### src/rtl/tag_ram_ctrl.sv
// Controller for the synchronous-read MSI tag RAM. It serialises lookup/update requests,
// waits out the one-cycle RAM read latency, and returns hit/victim information as a single-cycle pulse.
module tag_ram_ctrl #(
  parameter int AWIDTH = 3,
  parameter int TWIDTH = 9
) (
  input  logic                     clock,
  input  logic                     reset_n,
  input  logic                     req_valid,
  output logic                     req_ready,
  input  logic                     req_op,
  input  logic [AWIDTH+TWIDTH-1:0] req_addr,
  input  logic [1:0]               req_state,
  output logic                     rsp_valid,
  output logic                     rsp_hit,
  output logic [1:0]               rsp_state,
  output logic [TWIDTH-1:0]        rsp_tag,
  output logic [AWIDTH-1:0]        ram_addr,
  output logic [TWIDTH+1:0]        ram_din,
  output logic                     ram_we,
  input  logic [TWIDTH+1:0]        ram_dout
);

  localparam int DWIDTH = TWIDTH + 2;

  typedef enum logic [2:0] {S_IDLE, S_RD, S_CMP, S_WR, S_RESP} state_e;

  state_e              state_q;
  logic                op_q;
  logic [TWIDTH-1:0]   tag_q;
  logic [1:0]          wstate_q;
  logic                req_ready_q;
  logic                rsp_valid_q;
  logic                rsp_hit_q;
  logic [1:0]          rsp_state_q;
  logic [TWIDTH-1:0]   rsp_tag_q;
  logic [AWIDTH-1:0]   ram_addr_q;
  logic [DWIDTH-1:0]   ram_din_q;
  logic                ram_we_q;

  logic                hit_d;
  logic [1:0]          rsp_state_d;
  logic [TWIDTH-1:0]   rsp_tag_d;
  logic [DWIDTH-1:0]   ram_din_d;

  // The reserved encoding 11 is folded onto Invalid wherever a state is reported or written.
  function automatic logic [1:0] msi_clean(input logic [1:0] s);
    return (s == 2'b11) ? 2'b00 : s;
  endfunction

  function automatic logic tag_hit(input logic [DWIDTH-1:0] e, input logic [TWIDTH-1:0] t);
    logic [1:0] s;
    s = e[DWIDTH-1:DWIDTH-2];
    return ((s == 2'b01) || (s == 2'b10)) && (e[TWIDTH-1:0] == t);
  endfunction

  always_comb begin
    hit_d       = tag_hit(ram_dout, tag_q);
    rsp_state_d = msi_clean(ram_dout[DWIDTH-1:DWIDTH-2]);
    rsp_tag_d   = ram_dout[TWIDTH-1:0];
    ram_din_d   = {msi_clean(wstate_q), tag_q};
  end

  always_ff @(posedge clock or negedge reset_n) begin
    if (!reset_n) begin
      state_q     <= S_IDLE;
      op_q        <= 1'b0;
      tag_q       <= '0;
      wstate_q    <= 2'b00;
      req_ready_q <= 1'b1;
      rsp_valid_q <= 1'b0;
      rsp_hit_q   <= 1'b0;
      rsp_state_q <= 2'b00;
      rsp_tag_q   <= '0;
      ram_addr_q  <= '0;
      ram_din_q   <= '0;
      ram_we_q    <= 1'b0;
    end else begin
      rsp_valid_q <= 1'b0;
      case (state_q)
        S_IDLE: begin
          if (req_valid) begin
            op_q        <= req_op;
            tag_q       <= req_addr[AWIDTH +: TWIDTH];
            wstate_q    <= req_state;
            ram_addr_q  <= req_addr[AWIDTH-1:0];
            req_ready_q <= 1'b0;
            state_q     <= S_RD;
          end
        end
        S_RD: state_q <= S_CMP;
        // RAM read data is valid here; the pre-write entry becomes the response.
        S_CMP: begin
          rsp_hit_q   <= hit_d;
          rsp_state_q <= rsp_state_d;
          rsp_tag_q   <= rsp_tag_d;
          if (op_q) begin
            ram_din_q <= ram_din_d;
            ram_we_q  <= 1'b1;
            state_q   <= S_WR;
          end else begin
            state_q   <= S_RESP;
          end
        end
        S_WR: begin
          ram_we_q <= 1'b0;
          state_q  <= S_RESP;
        end
        S_RESP: begin
          rsp_valid_q <= 1'b1;
          req_ready_q <= 1'b1;
          state_q     <= S_IDLE;
        end
        default: state_q <= S_IDLE;
      endcase
    end
  end

  assign req_ready = req_ready_q;
  assign rsp_valid = rsp_valid_q;
  assign rsp_hit   = rsp_hit_q;
  assign rsp_state = rsp_state_q;
  assign rsp_tag   = rsp_tag_q;
  assign ram_addr  = ram_addr_q;
  assign ram_din   = ram_din_q;
  assign ram_we    = ram_we_q;

endmodule
### config.mk
export PLATFORM = sky130hd
export DESIGN_NAME = tag_ram_ctrl
export DESIGN_NICKNAME = d
export VERILOG_FILES = /design/src/rtl/tag_ram_ctrl.sv
export SDC_FILE = /design/constraint.sdc
export NUM_CORES = 1
export LEC_CHECK = 0
export CAP_MARGIN = 20
export CORE_UTILIZATION = 30
export CTS_CLUSTER_DIAMETER = 120
export DETAILED_ROUTE_END_ITERATION = 16
export DONT_BUFFER_PORTS = 1
export SLEW_MARGIN = 30
export SYNTH_ARGS = -nofsm -noshare
export SYNTH_HDL_FRONTEND = slang
export SYNTH_SLANG_ARGS = --single-unit
### constraint.sdc
create_clock -name clock -period 2.4 [get_ports clock]
set_input_delay 0.36 -clock clock [delete_from_list [all_inputs] [get_ports clock]]
set_output_delay 0.36 -clock clock [all_outputs]
set_load 0.02 [all_outputs]
==> impl_results.md, run 1 <==
* Remaining DRCs at 0
* Final setup viols at 0
* Most frequent cells after synthesis: 43 x dfrtp_1, 29 x mux2_2, 9 x mux2_4, 9 x xor2_1
* Final number of hold-violating endpoints at 0
* Pre-Repair DR Iteration Count at 2
* 1st-iter DRT viols at 39
* Pwr/cell area at 1510 mW/mm^2
* Leakage at 0.926 nW
* Fin Clk Skew at 0.00492 ns
* Distinct cell type count after synthesis at 24
* Largest net degree at the start of global routing at 45
* Fin crit share at 70.7%
* Reg2reg start: state_q[0]
* Die Ht at 80.6 microns
* Routed WL at 3650 microns
* Async SR Flop Fraction at 100%
* Top cell type's share of synthesized area at 58.1%
* WL met3 at 427 microns
* Total power at 0.00317 W
* Peak VDD IR at 0.000575 V
* Layout cells sized above 1 at 41.7%
* Full die area at 0.00649 sq mm
* RSZ-0062 raised after global routing: false
* Seq/Total Area, Yosys at 59.5%
* Arrival time at the worst endpoint at 1.87 ns
* Width of the die at 80.6 microns
* Critical Path Start: state_q[0]
* H-Tree Depth at 2
* Max Cap Viol at 0
* Clock Pin Slew Worst Setup and Hold Paths at 0.08 ns
* Crit path required time at 2.57 ns
* CTS Buffer Depth at 2
* Synth Warn # at 0
* Core Area at 0.00596 sq mm
* Leading area contributor after synthesis: dfrtp_1
* Total GRT Usage at 12.1%
* CP Capture Type: flip-flop
* Most numerous cell in the Yosys netlist: dfrtp_1
* Worst R2R Setup Slack at 0.70 ns
* Met2 wire length at 1730 microns
* Vias in the first global route at 1107
* Via count at 943
* Initial antenna violation count at 0
* Hold Crit Class: primary input to flip-flop
* Cts bufs inserted at 5
* Final TNS setup at 0 ns
* First-pass GRT wire length at 5800 microns
* Reg2reg end: ram_din[3]
* RePlAce Congestion at 0.699
* Max Freq at 589 MHz
* Final non-filler cell total at 202
* DR WL/cell at 18.1 microns
* Area contributors post-synth: dfrtp_1 58%, mux2_2 18%, mux2_4 7.3%
* Fin nets at 158
* DPL Wire Length at 2730 microns
* Via density at 4.67
* Cells after Synth at 120
* Worst-case reg-to-reg path depth at 3
* Layout area overhead at 13.2%
* Starting Density at 31.1%
* Post-synth EDFFs at 0
* Most used DFF post-synth: dfrtp_1
* I/O Buffers at 0
* Number of synthesized register bits at 44
* Crit path kind: flip-flop to flip-flop
* Startpoint types: flip-flop
* Wl on met1 at 1470 microns
* Clk_lat worst skew at 0.28 ns
* Status: completed
* Highest Signal Layer: met4
* Remaining global-route overflow at 0
* Antenna cells at 0
* CP endpoint: ram_din[3]
* Placed cells at 193
* Mapped Nets at 151
* Average size of a mapped cell at 15.4 sq um
* Minimum clock period at 1.70 ns
* CTS Sinks at 44
* Max_slew headroom at 65.5%
* Worst-margin pin slew at 0.515 ns
* CP max FO at 7
* DRT antenna net count at 0
* Synth Cell Area at 0.00185 sq mm
* Max-slew violations at 0
* Root buffer cell: clkbuf_8
* CTS tree: yes
* Row cnt at 28
* Fin util at 35.2%
* Number of I/O pins at 58
==> area by class of cell <==
| cell class | count | area [sq um] |
|---|---|---|
| fillers | 587 | 3860 |
| flip-flops and latches | 44 | 1100 |
| multi-input cells | 69 | 709 |
| well taps | 75 | 93.8 |
| clock buffers | 5 | 68.8 |
| clock inverters | 2 | 60.1 |
| repair buffers | 4 | 52.6 |
| inverters | 3 | 11.3 |
==> registers in the layout, summed over array words and instances (netlist names) <==
name       cells
wstate_q       2
rsp_hit        1
ram_we         1
rsp_tag        9
state_q        3
ram_addr       3
rsp_state      2
tag_q          9
req_ready      1
op_q           1
rsp_valid      1
ram_din       11
==> metrics by stage <==
| stage | worst slack [ns] | instance area [sq um] | hold slack, ns |
|---|---|---|---|
| after detailed placement | 0.680 | 1930 | 0.0655 |
| after global routing | 0.574 | 2100 | 0.200 |
| after floorplan | 0.905 | 1850 | 0.0644 |
| final | 0.704 | 2100 | 0.219 |
| after global placement | 0.719 | 1930 | 0.0653 |
| after CTS | 0.672 | 2100 | 0.207 |
==> worst min path at each step <==
| stage | from | cells past startpoint | slack (ns) | end |
|---|---|---|---|---|
| floorplan | reset_n | 0 | 0.06 | op_q |
| global placement | reset_n | 0 | 0.07 | rsp_tag[1] |
| detailed placement | reset_n | 0 | 0.07 | rsp_tag[6] |
| CTS | req_addr[1] | 1 | 0.21 | ram_addr[1] |
| global route | req_addr[3] | 1 | 0.20 | tag_q[0] |
| finish | req_addr[1] | 1 | 0.22 | ram_addr[1] |
==> power breakdown <==
group	switching [W]	internal, W	total, W	leakage (nW)
logic	0.000291	0.000515	0.000807	0.332
registers	0.000609	0.00110	0.00171	0.529
clock network	0.000239	0.000410	0.000649	0.0642
total	0.00114	0.00203	0.00317	0.926
==> placed cells by master, fill, tap and decap left out, drive strengths merged <==
cell	n
a211oi	1
a21boi	1
a21oi	2
a32o	1
buf	3
bufinv	2
clkbuf	5
dfrtp	43
dfstp	1
dlygate4sd3	1
ha	2
inv	3
mux2	38
nand2	1
nand2b	1
nor2	3
nor2b	3
nor3	3
nor3b	1
nor4	2
or3b	1
xor2	9
==> repair_timing <==
item / 4_1_cts / 5_1_grt
hold endpoints to repair: 44 / 0
resized for setup: 0 / 0
hold buffers: 2 / 0
setup buffers: 0 / 0
setup endpoints to repair: 0 / 0
==> worst max-delay path, stage by stage, from the launching register on <==
cell and delay (ns):
dfrtp_1 0.49, nor3_2 0.50, buf_4 0.25, mux2_2 0.34
==> logic make-up after synthesis <==
family	count (synthesis)	share of synthesized area [%]
adder cells (fa/ha/maj)	2	1.35
XOR/XNOR	9	4.25
buffers and inverters	7	2.50
AO/OA/AOI/OAI	5	1.89
multiplexers	38	24.9
AND/OR/NAND/NOR	15	5.60
flip-flops	44	59.5
==> per-layer routing <==
metal  GRT usage, %  up-vias
met4           3.21        0
met3           5.34        2
met1           13.9      469
li1               -      427
met5              0        -
met2           20.5       45
Note: power is estimated with default switching activity, not from simulation.
==> run 2, diff against run 1 <==
==> constraint.sdc (replaced) <==
create_clock -name clock -period 1.6 [get_ports clock]
set_input_delay 0.24 -clock clock [delete_from_list [all_inputs] [get_ports clock]]
set_output_delay 0.24 -clock clock [all_outputs]
set_load 0.02 [all_outputs]
==> impl_results.md, run 2 (synthesis gave the netlist of run 1 again) <==
* Die Ht at 80.6 microns
* Final TNS setup at 0 ns
* CP max FO at 8
* DRT antenna net count at 0
* Total GRT Usage at 12.2%
* Max Cap Viol at 0
* Switch Pwr at 0.00170 W
* Minimum clock period at 1.47 ns
* Layout cells sized above 1 at 43.2%
* Core Area at 0.00596 sq mm
* Number of I/O pins at 58
* RePlAce Congestion at 0.647
* Clk_lat worst skew at 0.30 ns
* Worst-margin pin slew at 0.330 ns
* CTS Buffer Depth at 2
* Gate power share at 28.2%
* Full die area at 0.00649 sq mm
* CTS tree: yes
* Reg2reg start: state_q[1]
* Combined area of the multi-input logic cells at 709 sq um
* Status: completed
* Most frequent cells in the layout: 43 x dfrtp_1, 29 x mux2_2, 9 x xor2_1, 9 x mux2_4, 6 x buf_4
* Sw Ratio at 36.6%
* Max-slew violations at 0
* Critical Path Start: state_q[1]
* Antenna cells at 0
* DR WL/cell at 17.6 microns
* Final non-filler cell total at 207
* Fin nets at 162
* Fin Clk Skew at 0.00703 ns
* Worst setup margin at 0.130 ns
* I/O Buffers at 0
* Max_slew headroom at 77.8%
* Remaining DRCs at 0
* Fin crit share at 91.9%
* First-pass GRT wire length at 5690 microns
* Leakage at 0.937 nW
* Largest net degree at the start of global routing at 45
* RSZ-0062 raised after global routing: false
* Commonest non-fill, non-tap cell in the layout: dfrtp_1
* Via density at 4.92
* Initial antenna violation count at 0
* Worst hold start: ram_dout[2]
* Pwr/cell area at 2200 mW/mm^2
* Remaining global-route overflow at 0
* CP Capture Type: flip-flop
* Reg area at 0.00110 sq mm
* Width of the die at 80.6 microns
* Final setup viols at 0
* Largest register FFs at 11
* Arrival time at the worst endpoint at 1.66 ns
* Fillers at 594
* H-Tree Depth at 2
* Max Freq at 680 MHz
* Via count at 1019
* P_int at 0.00294 W
* Peak VDD IR at 0.000786 V
* Startpoint types: flip-flop
* DPL Wire Length at 2700 microns
* Reg power frac at 53.8%
* Pre-Repair DR Iteration Count at 2
* Starting Density at 31.1%
* Final number of hold-violating endpoints at 0
* Post-CTS setup buffers at 0
* Hold Crit Class: primary input to flip-flop
* Power share of the clock group at 18.0%
* Place WS at 0.138 ns
* Layout area overhead at 13.7%
* Row cnt at 28
* WHS at 0.0856 ns
* CTS Sinks at 44
* Routed WL at 3640 microns
* Placed cells at 197
* Crit path required time at 1.79 ns
* Crit path kind: flip-flop to flip-flop
* Clock Pin Slew Worst Setup and Hold Paths at 0.08 ns
* Cts bufs inserted at 5
* Root buffer cell: clkbuf_8
* Vias in the first global route at 1119
* 1st-iter DRT viols at 10
==> run 2: changes by cell type in the layout (fill, tap and decap cells not counted) <==
cell	previous run	this run
buf_4	2	6
bufinv_16	2	1
clkinv_2	0	1
clkbuf_1	0	1
==> run 2: final cells by class <==
type,instances,share of cell area (%)
clock buffers,6,3.44
clock inverters,2,1.66
inverters,3,0.534
multi-input cells,69,33.7
flip-flops and latches,44,52.3
well taps,75,4.45
repair buffers,8,3.92
==> run 2: critical path: stages, from the launching register on <==
cell,delay (ns)
dfrtp_1,0.43
nand2b_1,0.22
nor3_4,0.15
buf_4,0.22
mux2_2,0.35
==> run 2: final timing paths <==
check | endpoint | slack (ns) | cells past startpoint
setup / recovery | tag_q[6] | 0.13 | 4
max in group asynchronous | req_ready | 0.89 | 2
min in group asynchronous | ram_din[6] | 0.43 | 2
hold reg to reg | wstate_q[1] | 0.53 | 1
setup reg to reg | tag_q[6] | 0.13 | 4
hold / removal | rsp_tag[2] | 0.09 | 1
==> run 2: layer usage <==
metal | wire length, microns | vias up | track usage [%]
li1 | - | 438 | -
met1 | 1380 | 521 | 12.7
met2 | 1780 | 53 | 20.8
met3 | 422 | 7 | 6.36
met4 | 55 | 0 | 4.46
met5 | 0 | - | 0
==> run 2: power by group through the flow <==
stage | sequential (W) | combinational [W] | clock [W]
6_report | 0.00250 | 0.00131 | 0.000836
3_5_place_dp | 0.00254 | 0.00130 | 0
5_1_grt | 0.00258 | 0.00144 | 0.000918
2_1_floorplan | 0.00240 | 0.00110 | 0
4_1_cts | 0.00251 | 0.00134 | 0.000867
3_3_place_gp | 0.00251 | 0.00124 | 0
==> run 2: repair_timing <==
item	CTS	global route
gates resized for setup	0	0
endpoints found under the hold margin	44	0
hold buffers	2	0
==> run 2: through the flow <==
| stage | instance area, sq um | util, % | power [W] |
|---|---|---|---|
| 2_1_floorplan | 1850 | - | 0.00350 |
| 3_3_place_gp | 1960 | 32.9 | 0.00375 |
| 3_5_place_dp | 1960 | 32.9 | 0.00384 |
| 4_1_cts | 2110 | 35.4 | 0.00472 |
| 5_1_grt | 2110 | 35.4 | 0.00494 |
| 6_report | 2110 | 35.4 | 0.00464 |
